--- src/rtl/axi4_deinterleaver_pq.sv ---
// AXI4 read deinterleaver with per-ID beat queues.
//
// R beats arriving from the slave are buffered per ID. A burst is forwarded
// to the master only once its last beat is buffered, and whole bursts are
// forwarded one at a time. AR issue is gated by per-ID beat credits, so the
// queues cannot overflow while the slave honours the AXI protocol.
//
// Ports:
//   clock, reset                 clock; synchronous active-high reset
//   auto_in_ar{valid,ready,id,len}   AR from the master (only id/len used here)
//   auto_out_ar{valid,ready}         AR handshake towards the slave
//   auto_out_r*                      R beats from the slave (rready=1 outside reset)
//   auto_in_r*                       R beats to the master, whole bursts only
//
// state  | meaning
// -------+------------------------------------------------------------
// IDLE   | no burst selected; pick the next completed burst round-robin
// LOCKED | streaming queue[lock_id] to the master until its last beat
module axi4_deinterleaver_pq #(
  parameter int ID_BITS   = 3,
  parameter int DATA_BITS = 64,
  parameter int ECHO_BITS = 7,
  parameter int BEATS     = 4
) (
  input  logic                 clock,
  input  logic                 reset,
  input  logic                 auto_in_arvalid,
  output logic                 auto_in_arready,
  input  logic [ID_BITS-1:0]   auto_in_arid,
  input  logic [7:0]           auto_in_arlen,
  output logic                 auto_out_arvalid,
  input  logic                 auto_out_arready,
  input  logic                 auto_out_rvalid,
  output logic                 auto_out_rready,
  input  logic [ID_BITS-1:0]   auto_out_rid,
  input  logic [DATA_BITS-1:0] auto_out_rdata,
  input  logic [ECHO_BITS-1:0] auto_out_recho,
  input  logic                 auto_out_rlast,
  output logic                 auto_in_rvalid,
  input  logic                 auto_in_rready,
  output logic [ID_BITS-1:0]   auto_in_rid,
  output logic [DATA_BITS-1:0] auto_in_rdata,
  output logic [ECHO_BITS-1:0] auto_in_recho,
  output logic                 auto_in_rlast
);
  localparam int NIDS = 1 << ID_BITS;
  localparam int EW   = DATA_BITS + ECHO_BITS + 1;
  localparam int CW   = $clog2(BEATS + 1);
  localparam int PW   = (BEATS > 1) ? $clog2(BEATS) : 1;

  typedef enum logic {S_IDLE = 1'b0, S_LOCKED = 1'b1} state_t;

  state_t             state_q, state_d;
  logic [ID_BITS-1:0] lock_id_q, lock_id_d;
  logic [ID_BITS-1:0] rr_ptr_q, rr_ptr_d;
  logic [CW-1:0]      res_q  [NIDS];
  logic [CW-1:0]      res_d  [NIDS];
  logic [CW-1:0]      pend_q [NIDS];
  logic [CW-1:0]      pend_d [NIDS];
  logic [CW-1:0]      cnt_q  [NIDS];
  logic [CW-1:0]      cnt_d  [NIDS];
  logic [PW-1:0]      wr_q   [NIDS];
  logic [PW-1:0]      wr_d   [NIDS];
  logic [PW-1:0]      rd_q   [NIDS];
  logic [PW-1:0]      rd_d   [NIDS];
  logic [EW-1:0]      mem_q  [NIDS][BEATS];
  logic [EW-1:0]      mem_d  [NIDS][BEATS];

  logic               r_push, r_pop, ar_ok, ar_fire;
  logic [8:0]         res_eff, ar_need;
  logic [EW-1:0]      head;
  logic               grant_found;
  logic [ID_BITS-1:0] grant_id, cand;

  function automatic logic [PW-1:0] ptr_inc(input logic [PW-1:0] p);
    return (p == PW'(BEATS - 1)) ? '0 : p + PW'(1);
  endfunction

  assign head            = mem_q[lock_id_q][rd_q[lock_id_q]];
  assign auto_in_rvalid  = !reset && (state_q == S_LOCKED) && (cnt_q[lock_id_q] != '0);
  assign auto_in_rid     = lock_id_q;
  assign {auto_in_rdata, auto_in_recho, auto_in_rlast} = head;
  assign r_pop           = auto_in_rvalid && auto_in_rready;
  assign auto_out_rready = !reset;
  // A push into a full queue is a slave protocol error; the beat is dropped.
  assign r_push          = auto_out_rvalid && !reset && (cnt_q[auto_out_rid] != CW'(BEATS));

  // A beat delivered this cycle returns its credit immediately, so a waiting
  // AR on the same ID can be accepted in that very cycle.
  assign res_eff = 9'(res_q[auto_in_arid])
                 - ((r_pop && (lock_id_q == auto_in_arid)) ? 9'd1 : 9'd0);
  assign ar_need = res_eff + {1'b0, auto_in_arlen} + 9'd1;
  assign ar_ok   = (ar_need <= 9'(BEATS));

  assign auto_out_arvalid = !reset && auto_in_arvalid && ar_ok;
  assign auto_in_arready  = !reset && auto_out_arready && ar_ok;
  assign ar_fire          = auto_out_arvalid && auto_out_arready;

  always_comb begin
    state_d     = state_q;
    lock_id_d   = lock_id_q;
    rr_ptr_d    = rr_ptr_q;
    res_d       = res_q;
    pend_d      = pend_q;
    cnt_d       = cnt_q;
    wr_d        = wr_q;
    rd_d        = rd_q;
    mem_d       = mem_q;
    grant_found = 1'b0;
    grant_id    = rr_ptr_q;
    cand        = '0;

    if (ar_fire) res_d[auto_in_arid] = res_d[auto_in_arid] + CW'(auto_in_arlen) + CW'(1);
    if (r_pop)   res_d[lock_id_q]    = res_d[lock_id_q] - CW'(1);

    if (r_push) begin
      mem_d[auto_out_rid][wr_q[auto_out_rid]] = {auto_out_rdata, auto_out_recho, auto_out_rlast};
      wr_d[auto_out_rid]  = ptr_inc(wr_q[auto_out_rid]);
      cnt_d[auto_out_rid] = cnt_d[auto_out_rid] + CW'(1);
      if (auto_out_rlast) pend_d[auto_out_rid] = pend_d[auto_out_rid] + CW'(1);
    end

    if (r_pop) begin
      rd_d[lock_id_q]  = ptr_inc(rd_q[lock_id_q]);
      cnt_d[lock_id_q] = cnt_d[lock_id_q] - CW'(1);
      if (auto_in_rlast) pend_d[lock_id_q] = pend_d[lock_id_q] - CW'(1);
    end

    case (state_q)
      S_IDLE: begin
        // Search starts one past the last grant; k = NIDS wraps to rr_ptr itself.
        for (int k = 1; k <= NIDS; k++) begin
          cand = rr_ptr_q + ID_BITS'(k);
          if (!grant_found && (pend_q[cand] != '0)) begin
            grant_found = 1'b1;
            grant_id    = cand;
          end
        end
        if (grant_found) begin
          state_d   = S_LOCKED;
          lock_id_d = grant_id;
          rr_ptr_d  = grant_id;
        end
      end
      S_LOCKED: begin
        if (r_pop && auto_in_rlast) state_d = S_IDLE;
      end
      default: state_d = S_IDLE;
    endcase
  end

  always_ff @(posedge clock) begin
    if (reset) begin
      state_q   <= S_IDLE;
      lock_id_q <= '0;
      rr_ptr_q  <= ID_BITS'(NIDS - 1);
      for (int i = 0; i < NIDS; i++) begin
        res_q[i]  <= '0;
        pend_q[i] <= '0;
        cnt_q[i]  <= '0;
        wr_q[i]   <= '0;
        rd_q[i]   <= '0;
      end
    end else begin
      state_q   <= state_d;
      lock_id_q <= lock_id_d;
      rr_ptr_q  <= rr_ptr_d;
      res_q     <= res_d;
      pend_q    <= pend_d;
      cnt_q     <= cnt_d;
      wr_q      <= wr_d;
      rd_q      <= rd_d;
    end
  end

  // Queue storage needs no reset: occupancy counters define what is valid.
  always_ff @(posedge clock) begin
    mem_q <= mem_d;
  end

  a_no_overflow: assert property (@(posedge clock) disable iff (reset)
    !(auto_out_rvalid && (cnt_q[auto_out_rid] == CW'(BEATS))));

endmodule

--- config.mk ---
export PLATFORM = sky130hd
export DESIGN_NAME = axi4_deinterleaver_pq
export DESIGN_NICKNAME = d
export VERILOG_FILES = /design/src/rtl/axi4_deinterleaver_pq.sv
export SDC_FILE = /design/constraint.sdc
export NUM_CORES = 2
export LEC_CHECK = 0
export ABC_AREA = 0
export CORE_MARGIN = 10
export CORE_UTILIZATION = 30
export CTS_CLUSTER_DIAMETER = 30
export DETAILED_ROUTE_END_ITERATION = 6
export GPL_ROUTABILITY_DRIVEN = 0
export GPL_TIMING_DRIVEN = 0
export REMOVE_ABC_BUFFERS = 1
export SLEW_MARGIN = 20
export SYNTH_ARGS = -nofsm -noshare
export SYNTH_HDL_FRONTEND = slang
export SYNTH_SLANG_ARGS = --single-unit
--- constraint.sdc ---
create_clock -name clock -period 15.5 [get_ports clock]
set_input_delay 3.875 -clock clock [delete_from_list [all_inputs] [get_ports clock]]
set_output_delay 3.875 -clock clock [all_outputs]
set_load 0.05 [all_outputs]
; ---- After elaboration in Yosys (flattened, before gate mapping)
; Index checks and enable logic that the tools add are counted.
[op_classes]
shifts = 0
multipliers = 0
addsub = 19
n_reduce_logical = 41
n_eq_ne = 4
bitwise = 14
div = 0
n_lt_le_gt_ge = 18
n_mux = 118
[op_table]
columns = operator, count
row1 = $bwmux 2304, 1
row2 = $bmux 288 s3, 1
row3 = $demux 288 s3, 1
row4 = $mux 288, 3
row5 = $mux 72, 3
row6 = $mux 24, 8
row7 = $bmux 72 s2, 1
row8 = $bwmux 24, 6
row9 = $demux 72 s2, 1
row10 = $bmux 3 s3, 15
row11 = $mux 3, 41
row12 = $ge 4x4->1 const B, 11
row13 = $not 3->4, 11
row14 = $bwmux 16, 2
row15 = $demux 3 s3, 3
row16 = $reduce_bool 3->1, 9
row17 = $logic_and 1x1->1, 23
row18 = $mux 1, 19
row19 = $mux 2, 8
row20 = $add 3x1->3 const B, 4
row21 = $add 3x3->3 const B, 4
row22 = $bmux 2 s3, 2
row23 = $demux 2 s3, 2
row24 = $lt 4x1->1 const B, 3
row25 = 18 further kinds, 32
[word_totals]
word_cells = 289
ramBits = 0
latch_bits = 0
rom_bits = 0
register_bits = 2415
n_memories = 0
in_bits = 92
output_inout_bits = 79

; ---- Logic depth before layout (Yosys ltp)
[logic_depth]
word_depth = 38
ltp_mapped = 29

; ---- Worst setup path before layout
; No wires, ideal clock.
[synth_path]
path_kind = in2out
startpoint = input port reset
endpoint = output port auto_in_arready
cell_stages = 16
slack_ps = 3891
arrival_time_ps = 7734
t_required_ps = 11625
path_cell_list = inv_1 o311a_1 nand2_1 nor4_1 ha_1 ha_1 inv_1 ha_1 nor2b_1 o21a_1 o2111ai_1 a31oi_1 xor2_1 clkbuf_1 nor2b_1 and2_1
[synth_between]
elab_chain_cells = 11
word_cells_on_any_way = 12
classes_between = 3 x add/sub / 1 x order compare / 1 x mux / 7 x reduce/logical
[synth_lines]
columns = element, line_no
row1 = from (decl), 26  ; input logic reset,
row2 = $logic_not 1->1, 80  ; assign auto_in_rvalid = !reset && (state_q == S_LOCKED) && (cnt_q[lock_id_q] != '0);
row3 = $logic_and 1x1->1 (2 in series), 80
row4 = via auto_in_rvalid, 39  ; output logic auto_in_rvalid,
row5 = $logic_and 1x1->1, 83  ; assign r_pop = auto_in_rvalid && auto_in_rready;
row6 = $logic_and 1x1->1, 91  ; - ((r_pop && (lock_id_q == auto_in_arid)) ? 9'd1 : 9'd0);
row7 = $mux 1, 91
row8 = $sub 3x1->4, 91
row9 = $add 9x8->9, 92  ; assign ar_need = res_eff + {1'b0, auto_in_arlen} + 9'd1;
row10 = $add 9x1->9, 92
row11 = $le 9x3->1, 93  ; assign ar_ok = (ar_need <= 9'(BEATS));
row12 = $logic_and 1x1->1, 96  ; assign auto_in_arready = !reset && auto_out_arready && ar_ok;
row13 = to (decl), 28  ; output logic auto_in_arready,
; The timed path passes the listed nets, and every way through them passes these cells.

; ---- Worst setup path after layout
[layout_path]
startpoint = input port reset
endpoint = output port auto_in_arready
[layout_between]
elab_chain_cells = 11
word_cells_on_any_way = 12
classes_between = 3 x add/sub / 1 x order compare / 1 x mux / 7 x reduce/logical
[layout_lines]
columns = element, line_no
row1 = $logic_not 1->1 (*), "80, 96"
row2 = $logic_and 1x1->1 (2 in series), 80
row3 = $logic_and 1x1->1, 83
row4 = $logic_and 1x1->1, 91
row5 = $mux 1, 91
row6 = $sub 3x1->4, 91
row7 = $add 9x8->9, 92
row8 = $add 9x1->9, 92
row9 = $le 9x3->1, 93
row10 = $logic_and 1x1->1 (*), 96
; Mark *: on every way between the ends. The rest lies on a longest branch, timed or not.

==> results.md <==
- Design Power: 22.16 mW
- CP Cell Sequence: buf_4 -> inv_2 -> o311a_1 -> nand2_1 -> nor4_1 -> ha_1 -> ha_1 -> inv_1 -> ha_1 -> nor2b_1 -> o21a_1 -> o2111ai_1 -> a31oi_1 -> xor2_1 -> nor2b_1 -> and2_1 -> clkdlybuf4s50_1
- F_max: 71.67 MHz
- Xor and xnor area share after synthesis: 0.1632%
- Hold Fails Final Rpt: 0
- CP Data Required Time: 11.62 ns
- Number of core rows: 201
- Worst stage delay on the critical path: 0.84 ns
- Primary FF master, synth: edfxtp_1
- Synth area leader: edfxtp_1
- #FFs+latches synth: 2415
- Top cells by area, synth: edfxtp_1 76%, a22oi_1 7.3%, dfxtp_1 2.5%
- Initial Util: 30.15%
- CP max-delay cell: xor2_1
- Initial drt markers: 6662
- Syn avg cell area: 17.08 sq um
- Crit. End Element: output pin
- Fin crit share: 90.02%
- Post-CTS Setup Inserts: 0
- Via/cell ratio: 5.464
- Final ANT Viol Nets: 0
- CP max FO: 36
- IO Count: 171
- Port bufs: 170
- Largest family of logic cells by synthesized area: compound AO/OA/AOI/OAI gates
- Post-synthesis mux area share: 1.462%
- # setup viols final: 0
- Layout cells sized above 1: 17.46%
- Yosys Warn Count: 0
- GRT overflow: 0
- Worst Tran Pin Value: 1.080 ns
- WS Path Type: input pin to output pin
- Worst Hold Class: flip-flop to flip-flop
- Slew headroom: 27.78%
- Clock period minus final worst setup slack: 13.95 ns
- Final core utilization: 38.51%
- CTS buffer count: 431
- Die height: 569.1 um
- Worst Skew: 0.07748 ns
- Post-Synthesis Cells: 5297
- Synth top area share: 76.49%
- Largest net degree at the start of global routing: 52
- Root buffer cell: clkbuf_16
- Clock buffer depth: 4
- Core Area: 300000 sq um
- Top-count cell post-synth: edfxtp_1
- RSZ-0062 raised after global routing: no
- Cts hold-fix bufs: 0
- Tot GR Track Use: 15.96%
- Worst-skew pair later-pin latency: 0.97 ns
- Routed len/inst: 26.70 um
- Synthesized-area fraction occupied by adder cells: 0.3403%
- CTS tree: yes
- Number of antenna violations at the first check in global routing: 49
- Post-CTS resize count: 0
- DIE AREA: 323900 sq um
- Static leakage: 36.64 nW
- Worst-path clk slew: 0.04 ns
- Most used cell, CP: ha_1
- Vias in the first global route: 55810
- Run status: finished clean
- First-pass GRT wire length: 389.1 mm
- Startpoint class of the critical path: input pin
- Register area share after synthesis: 78.94%
- Area growth, synth to finish: 27.74%
- Fin nets: 5965
- Max Cap Violations: 0
- Number of synthesized flops with an enable pin: 2304
- Synthesized area: 90450 sq um
- Dpl hpwl: 167.7 mm
- Max Slew Vio Count: 0
- H-Tree Depth: 5
- Arrival time worst endpoint: 10.08 ns
- Post-synthesis simple-gate area fraction: 4.249%
- VDD IR max: 0.1036 mV
- Pre-antenna DRT Iters: 6
- Most frequent cells after synthesis: 2304 x edfxtp_1, 879 x a22oi_1, 313 x clkbuf_1, 298 x nand4_1, 153 x a221oi_1
- DIE WIDTH: 569.1 um
- DRT Wirelength: 271.1 mm
- Clock Sinks: 2415
- Distinct cells, synth: 74
- Total power per unit cell area: 191.8 nW/um^2
- Routed vias: 55480
- # DRC: 0
- Complex-gate fraction of the synthesized area: 13.15%
- Async set-reset flop share out of synthesis: 0%
[cells in the final DEF (no fill, tap or decap), drive strengths merged, types with 29 or more instances in the layout]
master	netlist	layout
nand3	29	29
and3	37	37
clkdlybuf4s50	0	166
a221oi	153	153
nand4	298	298
clkbuf	314	495
a22oi	879	879
nor2	121	121
nand2	133	133
clkinv	1	148
inv	31	60
o21ai	188	188
dfxtp	111	111
o211ai	77	77
bufinv	0	59
a21oi	50	50
buf	56	323
clkinvlp	0	46
edfxtp	2304	2304
mux2i	86	86
a22o	147	147
[final timing paths]
path / to / slack, ns / start / depth (start not counted)
max: auto_in_arready / 1.55 / reset / 17
min: rd_q[7] / 0.46 / rd_q[7] / 2
max reg2reg: res_q[8] / 7.29 / auto_in_rid[1] / 22
min reg2reg: rd_q[7] / 0.46 / rd_q[7] / 2
[state kept, by name, summed over array words and instances (netlist names)]
register,flops
auto_in_rid,3
cnt_q,24
mem_q,2304
pend_q,24
rd_q,16
res_q,24
rr_ptr_q,3
state_q,1
wr_q,16
[kinds of logic after synthesis]
logic type,Yosys count
flip-flops,2415
AO/OA/AOI/OAI,1607
AND/OR/NAND/NOR,720
buffers and inverters,402
multiplexers,113
adder cells (fa/ha/maj),24
XOR/XNOR,16
[routing by layer]
metal / track usage, % / vias up / wire length, um
met4: 4.835 / 34 / 7540
met3: 3.504 / 596 / 23670
met5: 0 / - / 224
met2: 26.62 / 3023 / 131400
li1: - / 23490 / -
met1: 20.84 / 28340 / 108300
[report_power, final]
part	internal (mW)	switching, mW
Clock	6.14	3.11
Sequential	7.20	0.0395
Combinational	1.86	3.81
[critical path, delay by kind of cell]
kind                       cells  cell delay [ns]
xor gates and xnor gates       1             0.84
AOI/OAI and AO/OA              4             1.27
adders and majority gates      3             0.75
and+or+nand+nor                5             1.58
buffers and inverters          4             1.71
[final cells by class]
class | instances | area [sq um]
fillers | 26800 | 184500
repair buffers | 489 | 6905
multi-input cells | 2480 | 17760
inverters | 32 | 120.1
clock inverters | 281 | 3181
well taps | 3958 | 4952
diodes | 5 | 12.51
flip-flops and latches | 2415 | 71410
clock buffers | 495 | 11200
[through the flow]
step	setup TNS, ns	cell area, sq um	cells	hold WS, ns	setup slack (ns)
after floorplan	-1272.92	89050	4927	0.4300	-11.78
after global placement	-8736.13	95700	9055	0.4397	-45.06
after detailed placement	0	101100	9374	0.4497	1.678
after CTS	0	115500	10150	0.4549	1.661
after global routing	0	115500	10160	0.4715	1.307
final	0	115500	10160	0.4565	1.547
Note: power is estimated with default switching activity, not from simulation.
